## src/rtl/fadd_share_arbiter.sv

```systemverilog
// fadd_share_arbiter
// Shares one pipelined single-precision adder (latency LAT) among NREQ
// requesters. Round-robin grant, a tag pipeline that follows the adder, and
// one first-word-fall-through response FIFO per requester. A requester only
// issues while it holds fewer than RBUF outstanding ops, so every result has
// a guaranteed FIFO slot and nothing is ever dropped.
//
// Ports:
//   clk, rst               clock, synchronous active-high reset
//   req_valid/ready        per-requester issue handshake (ready == grant)
//   req_x1/x2/sub          operands, 32 bits per requester, sub flips x2 sign
//   resp_valid/ready/y     per-requester response FIFO head
//   fadd_x1/x2, fadd_y     to/from the shared adder
//   idle                   nothing in flight, FIFOs empty, credits zero
module fadd_share_arbiter #(
    parameter int NREQ = 2,
    parameter int LAT  = 2,
    parameter int RBUF = 4
) (
    input  logic                 clk,
    input  logic                 rst,
    input  logic [NREQ-1:0]      req_valid,
    output logic [NREQ-1:0]      req_ready,
    input  logic [32*NREQ-1:0]   req_x1,
    input  logic [32*NREQ-1:0]   req_x2,
    input  logic [NREQ-1:0]      req_sub,
    output logic [NREQ-1:0]      resp_valid,
    input  logic [NREQ-1:0]      resp_ready,
    output logic [32*NREQ-1:0]   resp_y,
    output logic [31:0]          fadd_x1,
    output logic [31:0]          fadd_x2,
    input  logic [31:0]          fadd_y,
    output logic                 idle
);
    localparam int CW = $clog2(RBUF + 1);
    localparam int IW = (NREQ > 1) ? $clog2(NREQ) : 1;
    localparam int PW = (RBUF > 1) ? $clog2(RBUF) : 1;

    logic [NREQ-1:0][CW-1:0] credit_q, credit_d;
    logic [NREQ-1:0][CW-1:0] cnt_q, cnt_d;
    logic [NREQ-1:0][PW-1:0] rd_ptr_q, rd_ptr_d;
    logic [NREQ-1:0][PW-1:0] wr_ptr_q, wr_ptr_d;
    logic [31:0]             mem_q [NREQ][RBUF];
    logic [31:0]             mem_d [NREQ][RBUF];
    logic [IW-1:0]           rr_ptr_q, rr_ptr_d;
    logic [LAT-1:0]          tag_vld_q, tag_vld_d;
    logic [LAT-1:0][IW-1:0]  tag_id_q, tag_id_d;

    logic [NREQ-1:0] elig, grant, wr_en, pop;
    logic [IW-1:0]   gnt_id;
    logic [IW:0]     scan;
    logic            found;

    function automatic logic [PW-1:0] nxt_ptr(input logic [PW-1:0] p);
        return (p == PW'(RBUF - 1)) ? '0 : p + PW'(1);
    endfunction

    // Eligibility ignores resp_ready on purpose: a pop this cycle only frees
    // a credit for the next cycle, keeping the grant path short.
    always_comb begin
        elig = '0;
        for (int i = 0; i < NREQ; i++) begin
            elig[i] = !rst && req_valid[i] && (credit_q[i] < CW'(RBUF));
        end
    end

    // Round-robin scan starting at rr_ptr, wrapping modulo NREQ.
    always_comb begin
        grant  = '0;
        gnt_id = '0;
        found  = 1'b0;
        scan   = '0;
        for (int o = 0; o < NREQ; o++) begin
            scan = {1'b0, rr_ptr_q} + (IW+1)'(o);
            if (scan >= (IW+1)'(NREQ)) scan = scan - (IW+1)'(NREQ);
            if (!found && elig[scan[IW-1:0]]) begin
                grant[scan[IW-1:0]] = 1'b1;
                gnt_id              = scan[IW-1:0];
                found               = 1'b1;
            end
        end
    end

    assign req_ready = grant;

    always_comb begin
        fadd_x1 = 32'h0;
        fadd_x2 = 32'h0;
        if (found) begin
            fadd_x1 = req_x1[32*gnt_id +: 32];
            fadd_x2 = req_x2[32*gnt_id +: 32] ^ {req_sub[gnt_id], 31'b0};
        end
    end

    // The last tag stage lines up with fadd_y for the same op.
    always_comb begin
        resp_valid = '0;
        resp_y     = '0;
        wr_en      = '0;
        pop        = '0;
        for (int i = 0; i < NREQ; i++) begin
            resp_valid[i]       = !rst && (cnt_q[i] != '0);
            resp_y[32*i +: 32]  = mem_q[i][rd_ptr_q[i]];
            wr_en[i]            = tag_vld_q[LAT-1] && (tag_id_q[LAT-1] == IW'(i));
            pop[i]              = resp_valid[i] && resp_ready[i];
        end
    end

    assign idle = rst || ((tag_vld_q == '0) && (cnt_q == '0) && (credit_q == '0));

    always_comb begin
        credit_d = credit_q;
        cnt_d    = cnt_q;
        rd_ptr_d = rd_ptr_q;
        wr_ptr_d = wr_ptr_q;
        mem_d    = mem_q;
        rr_ptr_d = rr_ptr_q;
        if (found) rr_ptr_d = (gnt_id == IW'(NREQ - 1)) ? '0 : gnt_id + IW'(1);

        tag_vld_d    = tag_vld_q;
        tag_id_d     = tag_id_q;
        tag_vld_d[0] = found;
        tag_id_d[0]  = gnt_id;
        for (int s = 1; s < LAT; s++) begin
            tag_vld_d[s] = tag_vld_q[s-1];
            tag_id_d[s]  = tag_id_q[s-1];
        end

        for (int i = 0; i < NREQ; i++) begin
            case ({grant[i], pop[i]})
                2'b10:   credit_d[i] = credit_q[i] + CW'(1);
                2'b01:   credit_d[i] = credit_q[i] - CW'(1);
                default: credit_d[i] = credit_q[i];
            endcase
            case ({wr_en[i], pop[i]})
                2'b10:   cnt_d[i] = cnt_q[i] + CW'(1);
                2'b01:   cnt_d[i] = cnt_q[i] - CW'(1);
                default: cnt_d[i] = cnt_q[i];
            endcase
            if (wr_en[i]) begin
                mem_d[i][wr_ptr_q[i]] = fadd_y;
                wr_ptr_d[i]           = nxt_ptr(wr_ptr_q[i]);
            end
            if (pop[i]) rd_ptr_d[i] = nxt_ptr(rd_ptr_q[i]);
        end
    end

    always_ff @(posedge clk) begin
        if (rst) begin
            credit_q  <= '0;
            cnt_q     <= '0;
            rd_ptr_q  <= '0;
            wr_ptr_q  <= '0;
            rr_ptr_q  <= '0;
            tag_vld_q <= '0;
            tag_id_q  <= '0;
        end else begin
            credit_q  <= credit_d;
            cnt_q     <= cnt_d;
            rd_ptr_q  <= rd_ptr_d;
            wr_ptr_q  <= wr_ptr_d;
            rr_ptr_q  <= rr_ptr_d;
            tag_vld_q <= tag_vld_d;
            tag_id_q  <= tag_id_d;
        end
    end

    // Storage needs no reset: contents are only visible behind cnt_q.
    always_ff @(posedge clk) begin
        mem_q <= mem_d;
    end
endmodule

```

## config.mk

```make
export PLATFORM = sky130hd
export DESIGN_NAME = fadd_share_arbiter
export DESIGN_NICKNAME = d
export VERILOG_FILES = /design/src/rtl/fadd_share_arbiter.sv
export SDC_FILE = /design/constraint.sdc
export NUM_CORES = 1
export LEC_CHECK = 0
export ABC_AREA = 1
export BUFFER_PORTS_ARGS = -buffer_cell sky130_fd_sc_hd__buf_2
export CORE_ASPECT_RATIO = 1.75
export CORE_MARGIN = 4
export CORE_UTILIZATION = 35
export DETAILED_ROUTE_END_ITERATION = 6
export PLACE_DENSITY = 0.55
export REMOVE_ABC_BUFFERS = 1
export SLEW_MARGIN = 5
export SYNTH_ARGS = -nofsm -noshare
export SYNTH_HDL_FRONTEND = slang
export SYNTH_SLANG_ARGS = --single-unit
```

## constraint.sdc

```tcl
create_clock -name clk -period 3.7 [get_ports clk]
set_clock_uncertainty 0.15 [all_clocks]
set_input_delay 0.185 -clock clk [delete_from_list [all_inputs] [get_ports clk]]
set_output_delay 0.185 -clock clk [all_outputs]
set_load 0.01 [all_outputs]
```

Yosys cells after proc, flatten, opt, wreduce, memory -nomap -nowiden. Index checks and enable logic that the tools add are counted.

Logic and storage cells: 142. Input bits: 168. Register bits after elaboration: 281.

Order comparisons: 15. $add $sub $neg: 16. Eq/ne operators: 12. Shifts and indexed selects: 2. Reduce and logical (&&, ||, !) cells: 29. Muxes and demuxes: 41. Bitwise gates (word level): 7.

Operator list (number): 128-bit bitwise mux (2); 32-bit two-way mux (8); 32-bit binary-select mux with 2-bit select (2); 32-bit demux with 2-bit select (2); 64-bit by 7-bit variable part select with 32-bit output (2); 32-bit XOR (1); 3-bit one-hot mux with 2 select lines (4); 1-bit logical AND (17); 2-bit equality test (second input constant) (8); 1-bit two-way mux (15); 3-bit by 1-bit adder with 3-bit output (second input constant) (4); 3-bit >= comparator (second input constant) (4); 6-bit logical NOT (2); 2-bit two-way mux (6); 2-bit inverter with 3-bit output (4); 3-bit by 1-bit subtractor with 3-bit output (second input constant) (4); 2-bit by 1-bit adder with 2-bit output (second input constant) (4); 2-bit by 1-bit equality test with 1-bit output (second input constant) (4); 2-bit nonzero test (4); 1-bit by 2-bit < comparator with 1-bit output (second input constant) (3); 3-bit by 1-bit < comparator with 1-bit output (second input constant) (2); 3-bit < comparator (second input constant) (2); 3-bit nonzero test (2); 1-bit by 1-bit adder with 2-bit output (second input constant) (1); 11 further kinds (15).

Depth between registers and ports, before layout. Gate-level depths: netlist of run 1.

Depth after elaboration: 13. Gate-level depth with buffers: 15. Depth with buffers taken out: 13.

Least setup slack after synthesis of run 1. OpenSTA, ideal clock, no wires.

Path type: flip-flop to flip-flop. Start: register tag_vld_q[1]. End: register mem_q[128] (netlist bit) (enable). Stages on the path, launching flop included: 5. Required time: 3.129 ns. Buffers on the path: 0. Library setup time: 0.421 ns. Setup slack: 1.106 ns. Period minus slack after synthesis: 2.594 ns. Data arrival time: 2.023 ns. Cell sequence: dfxtp_1 > inv_1 > nor2_1 > clkinv_1 > nor2_1.

Longest elaborated chain between the ends: 1.

RTL lines: start, declared (RTL line 46) `logic [LAT-1:0] tag_vld_q, tag_vld_d;`; start signal, assigned (RTL line 163) `tag_vld_q <= tag_vld_d;`; 1-bit logical AND (RTL line 104) `wr_en[i] = tag_vld_q[LAT-1] && (tag_id_q[LAT-1] == IW'(i));`; end signal, assigned (RTL line 170) `mem_q <= mem_d;`; end, declared (RTL line 43) `logic [31:0] mem_q [NREQ][RBUF];`.

Every way passes these cells. A chain may end at the register's enable or synchronous reset.

Worst setup path after layout of run 1.
Start: input port rst. End: output port fadd_x1[17].

Longest elaborated chain between the ends: 11.

RTL lines: start, declared (RTL line 21) `input logic rst,`; 1-bit logical NOT * (RTL line 63) `elig[i] = !rst && req_valid[i] && (credit_q[i] < CW'(RBUF));`; 1-bit logical AND (2 in a row) (RTL line 63); 1-bit two-way mux (implied by the code) (2 in a row) (RTL line 76) `if (!found && elig[scan[IW-1:0]]) begin`; 1-bit two-way mux (RTL line 76); 1-bit logical NOT (RTL line 76); 1-bit logical AND (RTL line 76); 1-bit two-way mux (RTL line 76); 64-bit by 7-bit variable part select with 32-bit output (RTL line 90) `fadd_x1 = req_x1[32*gnt_id +: 32];`; 32-bit two-way mux * (RTL line 89) `if (found) begin`; end, declared (RTL line 30) `output logic [31:0] fadd_x1,`.

Mark *: on every way between the ends. The rest lies on a longest branch, timed or not. The select of a mux whose other input is x is not followed.

==> results.md, run 1 <==
Clock tree:
- The hold-fix buffer count after cts is 35.
- For the worst-skew pair, the clock arrives at the later sink with an insertion delay of 530 ps.
- TritonCTS built the clock tree.
- Post-CTS timing repair inserted 0 buffers for setup.
- The CTS clock-pin slew for the worst setup and hold paths is 60 ps.
- The deepest level of the CTS H-tree is 1.
- In this run the deepest clock path goes through 3 buffers.
- The post-cts sizing count is 0.
- The TritonCTS buffer count is 25.
- The tree is rooted in a sky130_fd_sc_hd__clkbuf_16.
- The total clock sinks is 281.

Floorplanning:
- During I/O placement, the number of pins put on the boundary was 301.
- The floorplan has 90 rows.
- The total die area is 38000 um^2.
- The width of the die is 149 um.
- Measured along the y axis, the die boundary spans 255 um.
- The core region is 34500 um^2.
- The starting utilization of the core area is 35.3%.

Detailed routing:
- The count of nets left with antenna violations once routing finished came out at 0.
- The detailed router finished its first iteration with 431 violations.
- After detailed routing, the average wire length per cell comes to 18.6 um.
- The number of detailed-route iterations in the first pass is 4.
- The final wirelength is 35200 um.
- The number of vias per cell after detailed routing is 4.91.
- The routed layout has 9310 vias.
- For this run, design rule violations remaining after detail routing come to 0.

Setup path:
- On the worst path, the slowest cell contributes a delay of 530 ps.
- The endpoint arrival time on the critical path is 2430 ps.
- Data on the critical path is required at its endpoint by 3370 ps.
- The cell that appears most often on the critical path is sky130_fd_sc_hd__buf_2.
- For this design, the slowest cell found on the critical path is sky130_fd_sc_hd__dlygate4sd3_1.
- Traced cell by cell, the critical path runs through dlygate4sd3_1, buf_2, inv_4, nand2_2, o21ai_4, buf_12, nand2_1, nor2_1, buf_2.
- The sort of element at the start of the critical path is a primary input.
- The endpoint type of the worst setup path is an output pin.
- The number of cells on the worst reg-to-reg path is 5.
- By startpoint and endpoint, the worst setup path is classified as primary input to output pin.
- The maximum fanout along the worst path is 54.

Cells and area:
- The total area of sequential cells is 8190 um^2.
- The post-route core utilization is 44.8%.
- The number of fill cells is 3279.
- The final layout contains 1602 nets.
- From synthesis to final layout, the design area changed by 26.6%.
- Summing all multi-input logic gate instances after layout gives 3540 um^2.
- In the final layout, the share of cells above drive strength 1 is 26.6%.

Synthesis:
- The post-synthesis sequential area ratio is 67.2%.
- The count of warnings emitted by yosys is 0.
- The post-synth design cell area is 12200 um^2.
- The post-synthesis instance total is 1100.
- The number of distinct library cell variants in the gate-level netlist after synthesis is 30.
- Ranked by total cell area, the synthesized netlist is headed by sky130_fd_sc_hd__edfxtp_1, sky130_fd_sc_hd__nor2_1, sky130_fd_sc_hd__o21ai_0, sky130_fd_sc_hd__dfxtp_1, sky130_fd_sc_hd__nand3b_1.
- Summed over its instances, the top area cell type makes up 63.1% of the synthesized netlist area.
- The synthesized design contains 281 register bits.
- The most area-hungry cell type in the Yosys netlist is sky130_fd_sc_hd__edfxtp_1.
- The post-synthesis average cell area is 11.1 um^2.

STA:
- The clock period could shrink to 2760 ps.
- Setup repair after global routing left no endpoint under its margin.
- The tightest hold path in the finished design has a slack of 49.5 ps.
- The post-route clock period utilization is 74.7%.
- Adding up every negative setup slack in the final design gives 0 ps.
- The final max-slew violation count is 0.
- The worst pin sits at a relative slew slack of 28.8%.
- The peak clock frequency supported by timing is 362 MHz.
- The pin slew with the least headroom to its limit is 1070 ps.
- The total of endpoints with negative setup slack in the final report is 0.
- The final count of hold timing violations was 0.

Power and ir drop:
- The part of the total power dissipated in sequential elements is 48.4%.
- The part of the total power dissipated in the clock network is 37.9%.
- The switching power summed over all nets is 1.78 mW.
- The net switching share of the total power is 24.4%.
- The worst IR drop on VDD is 0.267 mV.
- The cell internal power dissipation is 5.53 mW.
- The power per standard cell area is 474 nW/um^2.
- The relative contribution of combinational cells to total power is 13.7%.
- Overall power consumption after layout is estimated at 7.31 mW.
- The analysis attributes to cell leakage a power of 6.12 nW.

Flow run:
- The max-capacitance violation count is 0.

Global route:
- The first global-routing pass estimated 53300 um of wire.
- Entering global routing, the biggest net connects 68 pins.
- The initial antenna violation count is 6.
- Global routing finished with a remaining overflow of 0.
- The overall fraction of global-route tracks in use is 18.2%.
- The number of global-route vias before repair is 9611.

Placement:
- The congestion estimate from routability-driven global placement came to 0.915.
- During placement, the flow inserted port buffers numbering 300.
- Detailed placement finished with a half-perimeter wire length of 24300 um.

Run status:
- The run finished with clean final reports.

Hold path:
- The number of instances on the worst hold path is 4.
- The class of the tightest hold or removal check is primary input to flop.
flip-flops by register name, summed over array words and instances (netlist names):
signal,cells
tag_id_d,1
tag_id_q,1
credit_q,6
mem_q,256
tag_vld_q,2
cnt_q,6
wr_ptr_q,4
rr_ptr_q,1
rd_ptr_q,4
cell families (layout without fill, tap and decap cells):
logic type | Yosys count | count (layout) | share of synthesized area, %
XOR/XNOR | 2 | 2 | 0.144
flip-flops | 281 | 281 | 67.2
buffers and inverters | 118 | 453 | 4.26
other | 0 | 2 | 0
adder cells (fa/ha/maj) | 18 | 18 | 2.10
AND/OR/NAND/NOR | 461 | 461 | 16.5
AO/OA/AOI/OAI | 220 | 220 | 9.77
metrics by stage:
stage,area [um^2],setup WS [ps],instances
2_1_floorplan,11900,779,1033
3_3_place_gp,14200,1380,1814
3_5_place_dp,14200,1320,1814
4_1_cts,15400,904,1895
5_1_grt,15400,810,1895
6_report,15400,938,1897
metal layers:
metal	wire, um	share of wire, %	vias up	track usage (%)
met4	1320	3.7	4	7.23
met2	19200	55	348	35.6
met3	2090	5.9	58	2.76
li1	-	-	4495	-
met5	15	0.043	-	0
met1	12600	36	4405	19.1
synthesized netlist by cell type (all sizes together):
master / count
nand2: 97
clkbuf: 42
dfxtp: 25
nand3b: 63
nor2: 285
nand4: 2
xnor2: 1
ha: 14
buf: 25
fa: 4
xor2: 1
edfxtp: 256
a211oi: 1
inv: 50
nand3: 14
clkinv: 1
a21oi: 12
o22ai: 64
o21ai: 141
a31oi: 2
layout by cell type (no fill, tap or decap), types with 12 or more instances in the layout:
cell type,count
sky130_fd_sc_hd__o21ai_1,17
sky130_fd_sc_hd__nand3_1,13
sky130_fd_sc_hd__inv_1,47
sky130_fd_sc_hd__o21ai_0,123
sky130_fd_sc_hd__ha_1,14
sky130_fd_sc_hd__o22ai_1,64
sky130_fd_sc_hd__buf_4,19
sky130_fd_sc_hd__buf_2,300
sky130_fd_sc_hd__edfxtp_1,256
sky130_fd_sc_hd__nor2_1,274
sky130_fd_sc_hd__dfxtp_1,23
sky130_fd_sc_hd__dlygate4sd3_1,35
sky130_fd_sc_hd__a21oi_1,12
sky130_fd_sc_hd__clkbuf_16,25
sky130_fd_sc_hd__nand3b_1,63
sky130_fd_sc_hd__nand2_1,95
final cells by class:
class / count / share of cell area (%)
clock buffers: 29 / 4.35
well taps: 460 / 3.73
repair buffers: 356 / 13.2
multi-input cells: 701 / 23.0
clock inverters: 17 / 1.38
flip-flops and latches: 281 / 53.1
diodes: 2 / 0.0324
inverters: 51 / 1.26
power by group through the flow:
stage	registers, mW	clock network [mW]	logic [mW]
detailed placement	3.61	0	0.987
global route	3.54	2.96	1.11
CTS	3.54	2.83	1.02
finish	3.54	2.77	1.00
floorplan	3.63	0	0.463
global placement	3.60	0	0.982
critical path, delay by kind of cell:
kind,cells,cell delay (ps)
buffers and inverters,5,1430
AOI/OAI and AO/OA,1,340
and+or+nand+nor,3,430
path summary, 6_finish.rpt:
path	startpoint	slack (ps)	endpoint
worst min register to register	tag_id_d[1]	270	tag_id_q[1]
worst max register to register	tag_vld_q[1]	1360	mem_q[136]
worst max-delay path	rst	940	fadd_x1[17]
worst min-delay path	req_valid[1]	50	rr_ptr_q
Note: power is estimated with default switching activity, not from simulation.
==> run 2, diff against run 1 <==
--- a/config.mk
+++ b/config.mk
@@ -11,7 +11,7 @@
 export CORE_MARGIN = 4
 export CORE_UTILIZATION = 35
 export DETAILED_ROUTE_END_ITERATION = 6
-export PLACE_DENSITY = 0.55
+export PLACE_DENSITY = 0.57
 export REMOVE_ABC_BUFFERS = 1
 export SLEW_MARGIN = 5
 export SYNTH_ARGS = -nofsm -noshare
==> constraint.sdc (replaced) <==
create_clock -name clk -period 2.2 [get_ports clk]
set_clock_uncertainty 0.15 [all_clocks]
set_input_delay 0.11 -clock clk [delete_from_list [all_inputs] [get_ports clk]]
set_output_delay 0.11 -clock clk [all_outputs]
set_load 0.01 [all_outputs]
==> run 2 against run 1 <==
Flip-flop and latch count is the same. Via count grew 3.9%. Clock-buffer cell count is the same. Design area grew 3.0%. Global-route usage grew 0.31 points. Power grew 60%. Largest power group unchanged. Highest routed layer unchanged.
==> results.md, run 2 (synthesized netlist as in run 1, its figures left out) <==
Cells and area:
- Once layout is done, the placed cells without fillers occupy 15900 um^2.
- The fraction of layout cells with a size suffix above 1 is 28.0%.
- Summing all flip-flop and latch instances after layout gives 8200 um^2.
- The library cells used most frequently in the layout, excluding fill and tap cells, are sky130_fd_sc_hd__buf_2, sky130_fd_sc_hd__nor2_1, sky130_fd_sc_hd__edfxtp_1.
- The commonest non-fill, non-tap cell in the layout is sky130_fd_sc_hd__buf_2.
- The largest registers in the layout are mem_q x256, cnt_q x6, credit_q x6.
- The register name with the most flops is mem_q.
- The number of nets in the finished design is 1630.
- The flip-flop count of the largest register, all copies and words added is 256.
- The multi-input logic area is 3590 um^2.
- The number of fill cells is 3240.
- The area growth from synthesis to layout is 30.4%.

Flow run:
- The max-capacitance violation count is 0.

Setup path:
- The endpoint arrival time on the critical path is 1860 ps.
- In this run the critical register-to-register path is launched from credit_q[2].
- The endpoint type of the worst setup path is an output pin.
- The maximum fanout along the worst path is 8.
- The critical path in this run is classified as flop to output pin.
- The sort of element at the start of the critical path is a flop.
- At the worst endpoint, the required time is 1940 ps.
- The most critical setup path has its startpoint at credit_q[2].

Power and ir drop:
- The power per standard cell area is 738 nW/um^2.
- Summed over all cells, the static leakage comes to 6.28 nW.
- The power consumption is 11.7 mW.
- The worst IR drop on VDD is 0.476 mV.

Global route:
- After global routing the overflow that remains totals 0.
- Entering global routing, the biggest net connects 66 pins.
- The initial antenna violation count is 11.
- The number of global-route vias before repair is 9635.
- Global routing used 18.5% of the available tracks.
- The global-route wire length before repair is 53800 um.
- The peak-usage layer in the global routing report is met2.
- Global routing used 3.43% of the available met3 tracks.
- The met1 routing resource usage after global routing is 20.0%.
- Global routing used 35.4% of the available met2 tracks.

Floorplanning:
- The area of the placeable core is 34500 um^2.
- The width of the die is 149 um.
- The die covers 38000 um^2.
- In this run the vertical extent of the chip is 255 um.
- The row count is 90.
- The I/O pin total is 301.
- The starting utilization of the core area is 35.3%.

Detailed routing:
- The count of nets left with antenna violations once routing finished came out at 0.
- The average detailed-routed wire length per instance is 19.4 um.
- Using the TritonRoute via totals, the vias-per-cell ratio works out to 5.02.
- The number of detailed-route iterations in the first pass is 4.
- After detailed routing, the total wire length is 37400 um.
- The DRC marker count from the first detailed-route iteration is 520.
- The total vias in the final route is 9670.
- The residual DRC count is 0.

Placement:
- The HPWL after detailed placement is 24000 um.
- At the end of routability-driven placement, the weighted congestion stood at 0.849.
- The number of buffer cells added on primary ports is 300.
- The standard cell area after detailed placement is 14400 um^2.

Clock tree:
- Clock tree synthesis found a total of 281 sinks.
- The number of clock buffers added by TritonCTS is 25.
- CTS built an H-tree with a depth of 1.
- The clock insertion delay at the later pin of the skew report is 520 ps.
- The root buffer cell chosen for the clock tree is sky130_fd_sc_hd__clkbuf_16.
- The CTS clock-pin slew for the worst setup and hold paths is 60 ps.
- The maximum clock insertion buffer count is 3.
- The TritonCTS clock tree is done.

STA:
- Setup repair after global routing could not meet its margin everywhere.
- Setup violations remaining at the end of the flow were counted as 0.
- The final count of hold timing violations is 0.
- The pin slew with the least headroom to its limit is 562 ps.
- The final max-slew violation count came to 0.
- The minimum clock period after layout is 2120 ps.
- The worst slew slack as a fraction of its limit is 62.4%.
- Dividing the final minimum period by the clock period gives 96.5%.
- The worst hold margin is 49.4 ps.
- The peak clock frequency supported by timing is 471 MHz.

Run status:
- The flow ran to the end, and the final reports show no timing, DRC or antenna violations.

Hold path:
- The worst hold path begins at req_valid[0].
- The class of the tightest hold or removal check is primary input to flop.
run 2: cell count changes in the layout (fill, tap and decap cells not counted), sizes merged:
cell,delta
inv,-2
buf,+18
clkbuf,+5
dlygate4sd3,+5
diode,+6
bufinv,-4
clkinvlp,+1
run 2: repair_timing:
| item | CTS | global route |
|---|---|---|
| cloned | 2 | 5 |
| endpoints found under the hold margin | 279 | 0 |
| setup endpoints to repair | 52 | 65 |
| buffers inserted | 1 | 2 |
| pin swaps | 1 | 6 |
| gates resized for setup | 9 | 15 |
| hold buffers | 40 | 0 |
run 2: layout make-up:
cell class / instances / share of cell area (%)
Antenna cell: 8 / 0.126
Clock buffer: 29 / 4.03
Clock inverter: 12 / 0.512
Inverter: 51 / 1.22
Multi-Input combinational cell: 701 / 22.6
Sequential cell: 281 / 51.6
Tap cell: 460 / 3.62
Timing Repair Buffer: 384 / 16.2
run 2: report_power, final:
part | leakage, nW | total (mW) | internal, mW | switching, mW
logic | 3.41 | 1.81 | 0.705 | 1.10
clock network | 0.352 | 3.97 | 2.18 | 1.79
registers | 2.52 | 5.95 | 5.92 | 0.0343
total | 6.28 | 11.7 | 8.80 | 2.92
run 2: routing by layer:
layer / vias to the layer above / part of all wire [%]
met4: 4 / 3.8
li1: 4561 / -
met3: 71 / 8.3
met2: 370 / 53
met1: 4664 / 34
met5: - / 0.072
run 2: final timing paths:
kind | end | slack [ps] | depth (start not counted)
hold reg to reg | tag_id_q[1] | 260 | 2
setup / recovery | fadd_x1[25] | 80 | 8
setup reg to reg | credit_q[5] | 160 | 12
hold / removal | tag_vld_q[0] | 50 | 4
run 2: worst max-delay path, stage by stage, from the launching register on:
cell                        delay, ps
sky130_fd_sc_hd__dfxtp_4          380
sky130_fd_sc_hd__nor2_4           110
sky130_fd_sc_hd__nand3_2          110
sky130_fd_sc_hd__nand2_4          150
sky130_fd_sc_hd__buf_12           130
sky130_fd_sc_hd__clkbuf_16        160
sky130_fd_sc_hd__nor2_1            60
sky130_fd_sc_hd__nor2_1           100
sky130_fd_sc_hd__buf_2            130
run 2: through the flow:
stage                     worst slack, ps  TNS, ps  util (%)  std cells
after floorplan                      -721  -112240         -       1033
after global placement                205        0      41.9       1827
after detailed placement              147        0      41.9       1827
after CTS                            1.21        0      45.5       1911
after global routing                -19.6    -25.9      46.0       1918
final                                76.9        0      46.1       1926
==> run 3, diff against run 2 <==
--- a/config.mk
+++ b/config.mk
@@ -7,11 +7,13 @@
 export LEC_CHECK = 0
 export ABC_AREA = 1
 export BUFFER_PORTS_ARGS = -buffer_cell sky130_fd_sc_hd__buf_2
+export CELL_PAD_IN_SITES_DETAIL_PLACEMENT = 1
+export CELL_PAD_IN_SITES_GLOBAL_PLACEMENT = 2
 export CORE_ASPECT_RATIO = 1.75
 export CORE_MARGIN = 4
-export CORE_UTILIZATION = 35
+export CORE_UTILIZATION = 31
 export DETAILED_ROUTE_END_ITERATION = 6
-export PLACE_DENSITY = 0.57
+export PLACE_DENSITY = 0.76
 export REMOVE_ABC_BUFFERS = 1
 export SLEW_MARGIN = 5
 export SYNTH_ARGS = -nofsm -noshare
==> run 3 against run 2 <==
Combinational power grew 13%. Sequential power about the same. Die area is 12% higher.
==> results.md, run 3 (synthesized netlist as in run 1, its figures left out) <==
Clock tree:
- The tree built by TritonCTS fans out to 281 sinks.
- In this run, CTS created clock tree buffers numbering 26.
- The deepest level of the CTS H-tree is 1.
- The maximum clock insertion buffer count is 3.
- The root buffer cell is sky130_fd_sc_hd__clkbuf_16.
- The TritonCTS clock tree is done.
- After clock tree synthesis, the clock-pin slew on the worst setup and hold paths is 60 ps.
- Clock latency on the worst-skew pair, taken at its later pin, is 540 ps.

STA:
- Final hold analysis gives a worst-case slack of 8.17 ps.
- At the pin with the least slew margin, the transition time is 365 ps.
- The total of endpoints with negative setup slack in the final report is 0.
- The final max-slew violation count came to 0.
- The clock period could shrink to 2170 ps.
- Setup repair after global routing could not meet its margin everywhere.
- Based on the critical path, the design can be clocked at up to 461 MHz.
- Of the available clock period, the critical path in the final layout requires 98.6%.
- The worst slew slack as a fraction of its limit is 75.6%.
- The final count of hold timing violations came to 0.
- The post-layout worst setup margin is 31.6 ps.

Setup path:
- The most critical setup path has its endpoint at fadd_x2[9].
- For flop-to-flop paths, the worst setup slack is 80 ps.
- In this run the worst path has a maximum fanout of 8.
- The count of cells along the worst register-to-register path is 7.
- The sort of element at the start of the critical path is a flop.
- STA puts the critical path data required time at 1940 ps.
- The critical register-to-register path startpoint is cnt_q[1].
- The endpoint type of the worst setup path is an output pin.
- The worst register-to-register path ends at rd_ptr_q[1].
- By startpoint and endpoint, the worst setup path is classified as flop to output pin.
- The startpoint of the worst setup timing path is credit_q[5].
- The endpoint arrival time on the critical path is 1910 ps.

Detailed routing:
- After detailed routing, the wire length on met1 is 14600 um.
- Wire segments on met2 add up to 24400 um in the final route.
- For this run, design rule violations remaining after detail routing come to 0.
- The average detailed-routed wire length per instance is 22.0 um.
- In the detailed route, the total length drawn on met3 is 2360 um.
- The routed design has 43000 um of wire.
- The first detailed-routing pass took 4 iterations.
- The total vias in the final route is 9926.
- Dividing the detail-routed via count by the number of cells gives 5.07.
- The count of nets left with antenna violations once routing finished came out at 0.
- The top metal layer carrying routed signals is met4.
- The DRC marker count from the first detailed-route iteration is 419.

Floorplanning:
- The die is 158 um wide.
- The die boundary height is 270 um.
- The total die area is 42600 um^2.
- The row count is 95.
- The area of the placeable core is 38600 um^2.
- During I/O placement, the number of pins put on the boundary was 301.
- For this configuration, the core starts out at a cell density of 31.5%.

Cells and area:
- The repair_antennas step left the layout with diodes totalling 0.
- In the final layout, the share of cells above drive strength 1 is 31.3%.
- The commonest non-fill, non-tap cell in the layout is sky130_fd_sc_hd__buf_2.
- The flip-flop count of the largest register, all copies and words added is 256.
- The library cells used most frequently in the layout, excluding fill and tap cells, are sky130_fd_sc_hd__buf_2, sky130_fd_sc_hd__edfxtp_1, sky130_fd_sc_hd__nor2_1.
- The final instance area is 16400 um^2.
- The number of nets in the finished design is 1640.
- The area growth from synthesis to layout is 35.1%.
- Ranked by flip-flop count, first place goes to mem_q.
- Cells fill 42.6% of the core in the end.
- In the final layout, the registers with the most flip-flops are mem_q x256, cnt_q x6, credit_q x6.

Power and ir drop:
- Per report_power, the clock group accounts for 35.3% of the total.
- The cell internal power dissipation is 9.17 mW.
- The power consumption is 12.4 mW.
- The share of total power dissipated in sequential elements is 48.2%.
- The leakage power total is 6.47 nW.
- Across the VDD grid, the largest voltage drop is 0.483 mV.
- The net switching share of the total power is 25.7%.
- The switching power summed over all nets is 3.18 mW.
- The relative contribution of combinational cells to total power is 16.5%.
- Power spread over the standard cell area amounts to 751 nW/um^2.

Global route:
- The number of global-route vias before repair came to 10642.
- The overall fraction of global-route tracks in use is 18.3%.
- The global-route wire length before repair is 60400 um.
- Summed over all layers, the global routing overflow is 0.
- Entering global routing, the biggest net connects 65 pins.
- The initial antenna violation count came to 0.

Placement:
- Detailed placement ended at an HPWL of 25700 um.
- The placed instances occupy a cell area of 14500 um^2.
- The number of buffer cells added on primary ports is 300.
- Before CTS, the worst setup slack after placement is 131 ps.
- The final weighted congestion in routability-driven placement is 0.908.

Flow run:
- The tool flagged a number of max-cap violations equal to 0.

Hold path:
- In this run the worst hold path is classified as primary input to flop.

Run status:
- The flow ran to the end, and the final reports show no timing, DRC or antenna violations.
[run 3: cell types whose count changed in the layout (fill, tap and decap cells not counted), moves of 5 or more]
cell,change
sky130_fd_sc_hd__clkinv_1,-5
sky130_fd_sc_hd__buf_12,+7
sky130_fd_sc_hd__nor2_4,+12
sky130_fd_sc_hd__diode_2,-8
sky130_fd_sc_hd__buf_4,-6
sky130_fd_sc_hd__nor2_2,+16
sky130_fd_sc_hd__nor2_1,-28
sky130_fd_sc_hd__clkinv_2,+5
[run 3: critical path, cell delays in order (launching register included)]
cell                        delay [ps]
sky130_fd_sc_hd__dfxtp_4           360
sky130_fd_sc_hd__nor2_4            130
sky130_fd_sc_hd__nand2_2            90
sky130_fd_sc_hd__o21ai_4            70
sky130_fd_sc_hd__buf_12            170
sky130_fd_sc_hd__clkbuf_16         170
sky130_fd_sc_hd__nand2_1            70
sky130_fd_sc_hd__nor2_2            130
sky130_fd_sc_hd__buf_2             160
[run 3: cell type report]
cell class | count | area (um^2)
multi-input cells | 701 | 3760
repair buffers | 393 | 2850
fillers | 4289 | 22200
clock inverters | 14 | 115
inverters | 51 | 194
well taps | 485 | 607
clock buffers | 34 | 721
flip-flops and latches | 281 | 8210
[run 3: repair_timing]
action	in CTS	in global routing
setup endpoints to repair	67	69
hold endpoints to repair	272	0
pin swaps	1	24
setup buffers	1	9
hold buffers	41	0
resized for setup	18	64
gates cloned	5	10
[run 3: per-layer routing]
layer | vias up | GRT usage, %
met4 | 0 | 6.59
met2 | 368 | 36.2
met3 | 68 | 3.21
li1 | 4567 | -
met5 | - | 0
met1 | 4923 | 18.6
[run 3: power groups by stage]
stage	Clock (mW)	Sequential [mW]	Combinational [mW]
floorplan	0	6.11	0.778
CTS	4.47	5.96	1.89
detailed placement	0	6.07	1.74
finish	4.35	5.96	2.04
global route	4.72	5.96	2.22
global placement	0	6.07	1.70
[run 3: metrics by stage]
stage               cells  TNS (ps)
global route         1959     -1080
detailed placement   1845         0
finish               1959         0
CTS                  1940      -277
global placement     1845         0
floorplan            1033   -112240
[run 3: worst min-delay path by stage]
| stage | slack [ps] | end | from | cells past startpoint |
|---|---|---|---|---|
| after floorplan | 30 | tag_id_q[1] | rst | 1 |
| after global placement | 220 | mem_q[104] | fadd_y[8] | 1 |
| after detailed placement | 230 | mem_q[254] | fadd_y[30] | 1 |
| after CTS | 20 | rd_ptr_q[0] | rst | 6 |
| after global routing | 50 | rd_ptr_q[0] | rst | 6 |
| final | 8 | rd_ptr_q[0] | rst | 6 |
